<file path="src/rtl/fifo_wr_arbiter_if.sv">
// fifo_wr_arbiter_if: producer request/data bundle plus FIFO write side of the arbiter
interface fifo_wr_arbiter_if #(parameter int N_REQ = 4, parameter int DATA_W = 16);
  logic [N_REQ-1:0] req;
  logic [N_REQ*DATA_W-1:0] din;
  logic [N_REQ-1:0] gnt;
  logic fifo_full;
  logic fifo_wen;
  logic [DATA_W-1:0] fifo_din;
  logic busy;
  logic [$clog2(N_REQ)-1:0] owner;
  modport master (input req, din, fifo_full, output gnt, fifo_wen, fifo_din, busy, owner);
  modport slave (output req, din, fifo_full, input gnt, fifo_wen, fifo_din, busy, owner);
endinterface

</file>
<file path="src/rtl/fifo_wr_arbiter.sv">
// fifo_wr_arbiter: round-robin burst arbiter sharing one FIFO write port among N_REQ producers
// FIFO_ARB_PRIO_EN: when defined, requester 0 wins every IDLE arbitration it requests in
module fifo_wr_arbiter #(
  parameter int N_REQ = 4,
  parameter int DATA_W = 16,
  parameter int MAX_BURST = 4
) (
  input logic clk,
  input logic rst,
  fifo_wr_arbiter_if.master bus
);
  localparam int OW = $clog2(N_REQ);
  localparam int CW = MAX_BURST > 1 ? $clog2(MAX_BURST) : 1;
  typedef enum logic {IDLE, BURST} state_t;
  state_t state_q, state_d;
  logic [OW-1:0] owner_q, owner_d, pick, idx;
  logic [CW-1:0] beat_cnt_q, beat_cnt_d;
  logic beat, start;
  // descending scan so the nearest requester after owner_q is the last to overwrite pick
  always_comb begin
    pick = owner_q;
    idx = '0;
    for (int k = N_REQ; k >= 1; k--) begin
      idx = OW'((int'(owner_q) + k) % N_REQ);
      if (bus.req[idx]) pick = idx;
    end
`ifdef FIFO_ARB_PRIO_EN
    if (bus.req[0]) pick = '0;
`endif
  end
  assign start = state_q == IDLE && |bus.req;
  assign beat = state_q == BURST && bus.req[owner_q] && !bus.fifo_full;
  always_comb begin
    state_d = state_q;
    owner_d = start ? pick : owner_q;
    beat_cnt_d = beat ? beat_cnt_q + 1'b1 : start ? '0 : beat_cnt_q;
    if (start) state_d = BURST;
    else if (state_q == BURST && (!bus.req[owner_q] || (beat && beat_cnt_q == CW'(MAX_BURST - 1)))) state_d = IDLE;
  end
  always_ff @(posedge clk or negedge rst) begin
    if (!rst) begin
      state_q <= IDLE;
      owner_q <= OW'(N_REQ - 1);
      beat_cnt_q <= '0;
    end else begin
      state_q <= state_d;
      owner_q <= owner_d;
      beat_cnt_q <= beat_cnt_d;
    end
  end
  assign bus.busy = state_q == BURST;
  assign bus.owner = owner_q;
  assign bus.fifo_wen = beat;
  assign bus.gnt = beat ? N_REQ'(1) << owner_q : '0;
  assign bus.fifo_din = state_q == BURST ? bus.din[int'(owner_q)*DATA_W +: DATA_W] : '0;
endmodule
</file>
<file path="src/flat_wrapper.sv">
// flat-port wrapper written by rule: the top's interface ports become plain ports
module fifo_wr_arbiter_flat 
#(
  parameter int N_REQ = 4,
  parameter int DATA_W = 16,
  parameter int MAX_BURST = 4
)
  (clk, rst, bus_req, bus_din, bus_fifo_full, bus_gnt, bus_fifo_wen, bus_fifo_din, bus_busy, bus_owner);
  fifo_wr_arbiter_if #(.N_REQ(N_REQ), .DATA_W(DATA_W)) bus_i ();
  input logic clk;
  input logic rst;
  input wire logic [$bits(bus_i.req)-1:0] bus_req;
  input wire logic [$bits(bus_i.din)-1:0] bus_din;
  input wire logic [$bits(bus_i.fifo_full)-1:0] bus_fifo_full;
  output wire logic [$bits(bus_i.gnt)-1:0] bus_gnt;
  output wire logic [$bits(bus_i.fifo_wen)-1:0] bus_fifo_wen;
  output wire logic [$bits(bus_i.fifo_din)-1:0] bus_fifo_din;
  output wire logic [$bits(bus_i.busy)-1:0] bus_busy;
  output wire logic [$bits(bus_i.owner)-1:0] bus_owner;
  assign bus_i.req = bus_req;
  assign bus_i.din = bus_din;
  assign bus_i.fifo_full = bus_fifo_full;
  assign bus_gnt = bus_i.gnt;
  assign bus_fifo_wen = bus_i.fifo_wen;
  assign bus_fifo_din = bus_i.fifo_din;
  assign bus_busy = bus_i.busy;
  assign bus_owner = bus_i.owner;
  fifo_wr_arbiter #(.N_REQ(N_REQ), .DATA_W(DATA_W), .MAX_BURST(MAX_BURST)) u_core (.clk(clk), .rst(rst), .bus(bus_i));
endmodule
</file>
<file path="config.mk">
export PLATFORM = sky130hd
export DESIGN_NAME = fifo_wr_arbiter_flat
export DESIGN_NICKNAME = d
export VERILOG_FILES = /design/src/rtl/fifo_wr_arbiter_if.sv /design/src/rtl/fifo_wr_arbiter.sv /design/src/flat_wrapper.sv
export SDC_FILE = /design/constraint.sdc
export NUM_CORES = 1
export LEC_CHECK = 0
export BUFFER_PORTS_ARGS = -buffer_cell sky130_fd_sc_hd__buf_2
export CAP_MARGIN = 10
export CORE_UTILIZATION = 37
export DETAILED_ROUTE_END_ITERATION = 12
export HOLD_SLACK_MARGIN = 0.05
export PLACE_DENSITY = 0.91
export SYNTH_ARGS = -nofsm -noshare
export SYNTH_HDL_FRONTEND = slang
export SYNTH_SLANG_ARGS = --single-unit
export TNS_END_PERCENT = 100
</file>
<file path="constraint.sdc">
create_clock -name clk -period 2.65 [get_ports clk]
set_input_delay 0.1325 -clock clk [delete_from_list [all_inputs] [get_ports clk]]
set_output_delay 0.1325 -clock clk [all_outputs]
set_load 0.02 [all_outputs]
</file>
==> flow_summary.toml, run 1 <==
[critical_path]
worst_path_largest_cell_delay_ns = 0.63
end_kind = "output port"
timing.rr.end = "u_core.bus.owner[0]"
path_class = "flop to output port"
crit_chain = "buf_4, mux4_2, and2_1, buf_2"
crit_start = "u_core.bus.owner[0]"
critPathTopFamily = "flip-flops"
crit_required_ns = 2.52
cp.arrival_ns = 2.03
crit_fanout = 13
r2r-start = "u_core.bus.owner[0]"
cp-endpoint = "bus_fifo_din[4]"
path_depth = 4
regToRegSetupSlack_ns = 0.61
rr_worst_depth = 4
startpoint_type = "flop"
cp_slowest_cell = "dfstp_2"
worst-path-buf-inv = 2

[placement]
place.port_buffers = 94
dpl.cell_count = 208
globalplace.congestion = 0.824
place_hpwl_um = 2390

[yosys]
synth_cell_type_count = 26
synthesis.area_um2 = 983
synth-edff-count = 0
syn-num-nets = 165
seq_area_frac_synth_pct = 13.0
async_reset_ff_share_pct = 100
synth-main-ff-cell = "dfrtp_1"
postSynthCellCount = 89
ys_ff_latch = 5
yosysWarnings = 0
syn-mean-instance-area_um2 = 11.0

[cells_and_area]
drive_above_1_share_pct = 67.8
nets = 260
fillCellCount = 239
mostFrequentLayoutCells = "buf_2, and2_1, mux4_2, mux2i_1, ha_1"
diodes = 0
final_common_cell = "buf_2"
instances_no_fill = 213
multi_input_area_um2 = 797
area_delta_synth_final_pct = 53.2
regArea_um2 = 128

[clock_network]
hold_buffers = 1
clk_latency_ns = 0.25
max-clock-path-buffers = 2
cts_htree_levels = 1
cts_setup_buffers = 0
tritoncts = "done"
numCtsBuffers = 3
cts-root-buf = "clkbuf_4"
cts_sinks = 5
cts-resized-gates = 0
path_clk_slew_ns = 0.05

[timing]
slew_headroom_pct = 62.1
totalNegativeSetupSlack_ns = 0
finalHoldViolCount = 0
drv_slew = 0
fmax_ghz = 0.462
finalCriticalPeriod_ns = 2.16
worstMarginPinSlew_ns = 0.568
grt_setup_unrepaired = "no"
fin_skew_ns = 0.00662
finalSetupViolCount = 0
period_share_pct = 81.6

[route]
ant_nets = 0
drc = 0
vias = 1108
drtPass1Iterations = 5
wl_um = 2850
via_per_inst = 5.20
wl_per_cell_um = 13.4
drt_iter0_drc = 20

[power]
peakVddDrop_uv = 780
p_leak_nw = 0.781
powerDensity_nw_per_um2 = 1030

[global_routing]
gr-total-overflow = 0
grt_pass1_vias = 1005
antenna_found_initial = 0
grt_max_degree = 22
grt.total_usage_pct = 19.8
grt_pass1_wl_um = 4150

[status]
status = "finished, final reports clean"

[die]
core_um2 = 2500
fp.dieW_um = 53.6
io_pins = 95
initial_core_util_pct = 39.3
dieArea_um2 = 2870
die_h_um = 53.6
rows = 18

[worst_hold_path]
hold_class = "primary input to flop"

[run]
cap_violations = 0
cell usage after synthesis (2+ instances only):
library cell / instances / area share [%]
buf_2: 2 / 1.0
a21oi_1: 2 / 1.0
clkbuf_1: 4 / 1.5
nand2_1: 4 / 1.5
mux2_2: 2 / 2.3
ha_1: 5 / 6.4
mux4_2: 18 / 41
and2_1: 20 / 13
nor3_1: 2 / 1.0
a31oi_1: 2 / 1.3
dfrtp_1: 3 / 7.6
nor2_1: 3 / 1.1
dfstp_2: 2 / 5.3
mux2i_1: 5 / 5.1
inv_1: 4 / 1.5
how the worst min path moves through the flow:
stage	to	from	cells after the start
floorplan	u_core.beat_cnt_q[0]	rst	0
global placement	u_core.beat_cnt_q[0]	rst	1
detailed placement	u_core.bus.busy	rst	1
CTS	u_core.bus.busy	bus_fifo_full	3
global route	u_core.bus.busy	bus_fifo_full	3
finish	u_core.bus.busy	bus_fifo_full	3
routing by layer:
metal,routed length [µm],vias to the layer above,global-route usage (%)
met4,19,0,3.95
met5,0,-,0
met2,1520,64,38.1
met1,1080,514,23.6
li1,-,527,-
met3,233,3,1.98
per-stage QoR:
step | total power, W | setup slack [ns] | hold slack (ns) | area, µm² | utilization, %
4_1_cts | 0.00156 | 0.481 | 0.202 | 1510 | 60.3
2_1_floorplan | 0.00115 | 0.373 | -0.163 | 983 | -
3_3_place_gp | 0.00144 | 0.652 | -0.0438 | 1470 | 58.8
5_1_grt | 0.00168 | 0.409 | 0.227 | 1510 | 60.3
6_report | 0.00155 | 0.487 | 0.205 | 1510 | 60.3
3_5_place_dp | 0.00146 | 0.599 | -0.0409 | 1470 | 58.8
worst reg2reg max path, cell delays in order, from the launching register on:
cell	delay [ns]
dfstp_2	0.63
buf_4	0.29
mux4_2	0.54
a2111oi_2	0.35
xnor2_1	0.16
registers in the layout (all words and copies together) (netlist names):
signal,flops
u_core.beat_cnt_q,2
u_core.bus.busy,1
u_core.bus.owner,2
final cells by class:
| type | count | share of cell area (%) |
|---|---|---|
| Tap cell | 30 | 2.49 |
| Multi-Input combinational cell | 72 | 52.9 |
| Sequential cell | 5 | 8.47 |
| Clock buffer | 4 | 1.74 |
| Timing Repair Buffer | 98 | 33.4 |
| Inverter | 4 | 0.997 |
kinds of logic (layout without fill, tap and decap cells):
kind of cell	after synthesis	in the layout	synth area share, %
AO/OA/AOI/OAI	9	9	6.62
flip-flops	5	5	13.0
adder cells (fa/ha/maj)	5	5	6.36
AND/OR/NAND/NOR	32	32	18.6
buffers and inverters	12	106	5.98
XOR/XNOR	1	1	0.891
multiplexers	25	25	48.6
power by group:
group	switching [W]	internal (W)	total, W
logic	0.000611	0.000618	0.00123
clock network	0.0000340	0.0000571	0.0000911
registers	0.000100	0.000128	0.000228
total	0.000745	0.000803	0.00155
(Power assumes the default switching activity.)
==> run 2: changes to the inputs <==
==> constraint.sdc (replaced) <==
create_clock -name clk -period 2 [get_ports clk]
set_input_delay 0.1 -clock clk [delete_from_list [all_inputs] [get_ports clk]]
set_output_delay 0.1 -clock clk [all_outputs]
set_load 0.02 [all_outputs]
==> run 2 against run 1 <==
Clock power up 26%; clock skew down 0.0013 ns; combinational power up 64%; core utilization up 6.3 points; register-to-register slack worse by 0.52 ns; critical endpoint is now bus_gnt[0]; worst hold slack worse by 0.014 ns; power up 53%; critical path type unchanged.
==> flow_summary.toml, run 2 (synthesis gave the netlist of run 1 again) <==
[clock_network]
cts_htree_levels = 1
clk_latency_ns = 0.24
cts-root-buf = "clkbuf_4"
max-clock-path-buffers = 2
cts_sinks = 5
path_clk_slew_ns = 0.04
tritoncts = "done"
numCtsBuffers = 3

[route]
via_per_inst = 5.15
vias = 1127
drt_iter0_drc = 8
ant_nets = 0
drtPass1Iterations = 4
drc = 0
wl_per_cell_um = 14.0
wl_um = 3070

[power]
pwr-share-comb_pct = 85.1
p_int_w = 0.00131
p_clk_share_pct = 4.9
power_switching_w = 0.00106
power_switching_share_pct = 44.6
p_leak_nw = 0.841
seqPwrFrac_pct = 10.0
powerDensity_nw_per_um2 = 1420
peakVddDrop_uv = 977

[timing]
finalSetupViolCount = 0
fmax_ghz = 0.508
finalCriticalPeriod_ns = 1.97
period_share_pct = 98.4
worstMarginPinSlew_ns = 0.310
finalHoldViolCount = 0
drv_slew = 0
totalNegativeSetupSlack_ns = 0
slew_headroom_pct = 79.3
fin_skew_ns = 0.00535
grt_setup_unrepaired = "yes"

[worst_hold_path]
hold_class = "primary input to flop"

[critical_path]
cp.arrival_ns = 1.87
worst-path-buf-inv = 1
crit_chain = "mux4_2, nand2_2, nor2_4, and2_4, buf_6"
cp_slowest_cell = "dfstp_2"
end_kind = "output port"
path_class = "flop to output port"
crit_required_ns = 1.90
startpoint_type = "flop"
crit_fanout = 6
critPathTopFamily = "flip-flops"
worst_path_largest_cell_delay_ns = 0.62

[cells_and_area]
final_common_cell = "buf_2"
nets = 266
mostFrequentLayoutCells = "buf_2, mux4_2, and2_1"
instances_no_fill = 219
drive_above_1_share_pct = 74.1
finalInstanceArea_um2 = 1660
fillCellCount = 211
final_util_pct = 66.6
diodes = 0
area_delta_synth_final_pct = 69.2

[die]
rows = 18
dieArea_um2 = 2870
io_pins = 95
initial_core_util_pct = 39.3
core_um2 = 2500
fp.dieW_um = 53.6
die_h_um = 53.6

[global_routing]
grt_pass1_wl_um = 4190
gr-total-overflow = 0
grt_max_degree = 18
grt.total_usage_pct = 20.2
grt_pass1_vias = 999
antenna_found_initial = 0

[placement]
place_hpwl_um = 2470
dpl_cell_area_um2 = 1490
place.port_buffers = 94
globalplace.congestion = 0.805
dpl.cell_count = 210

[status]
status = "finished, final reports clean"

[run]
cap_violations = 0
## run 2: power by group through the flow
stage               clock network [W]  registers [W]  logic [W]
floorplan                           0       0.000248    0.00131
global placement                    0       0.000239    0.00169
detailed placement                  0       0.000243    0.00173
CTS                          0.000118       0.000229    0.00180
global route                 0.000127       0.000246    0.00220
finish                       0.000115       0.000238    0.00202
## run 2: area by class of cell
type / count / area, µm² / share of cell area [%]
inverter: 4 / 15.0 / 0.902
timing repair buffer: 104 / 621 / 37.3
sequential: 5 / 128 / 7.67
clock buffer: 4 / 26.3 / 1.58
tap: 30 / 37.5 / 2.26
multi-input combinational: 72 / 837 / 50.3
## run 2: repair_timing
action | CTS | global route
setup buffers | 2 | 2
pin swaps | 0 | 2
hold buffers | 1 | 0
resized for setup | 2 | 31
setup endpoints to repair | 20 | 21
endpoints found under the hold margin | 5 | 0
## run 2: routing by layer
metal / GRT usage, % / share of wire [%]
met5: 0 / 0
met4: 2.63 / 0
met3: 5.08 / 7.5
met2: 39.6 / 57
met1: 22.0 / 35
## run 2: worst paths after layout
path                                      startpoint              endpoint  slack (ns)  depth (start not counted)
worst max register to register   u_core.bus.owner[0]   u_core.bus.owner[0]        0.09                          6
max in group asynchronous                        rst   u_core.bus.owner[1]        1.58                          2
worst max-delay path             u_core.bus.owner[0]            bus_gnt[0]        0.03                          5
min in group asynchronous                        rst       u_core.bus.busy        0.20                          2
worst min register to register  u_core.beat_cnt_q[0]  u_core.beat_cnt_q[0]        0.50                          1
worst min-delay path                   bus_fifo_full       u_core.bus.busy        0.19                          3
## run 2: worst register-to-register path, delay by kind of cell (launching register included)
kind	cells	cell delay [ns]
compound gates	1	0.39
buf+inv	2	0.29
xor+xnor	1	0.16
flops	1	0.62
mux	1	0.12
fa+ha+maj	1	0.27
## run 2: through the flow
stage               hold slack [ns]  total power, W  setup WS (ns)
floorplan                    -0.196         0.00156         0.0177
global placement            -0.0780         0.00193          0.190
detailed placement          -0.0815         0.00197          0.144
CTS                           0.165         0.00215         0.0199
global route                  0.218         0.00257        -0.0330
finish                        0.191         0.00237         0.0311
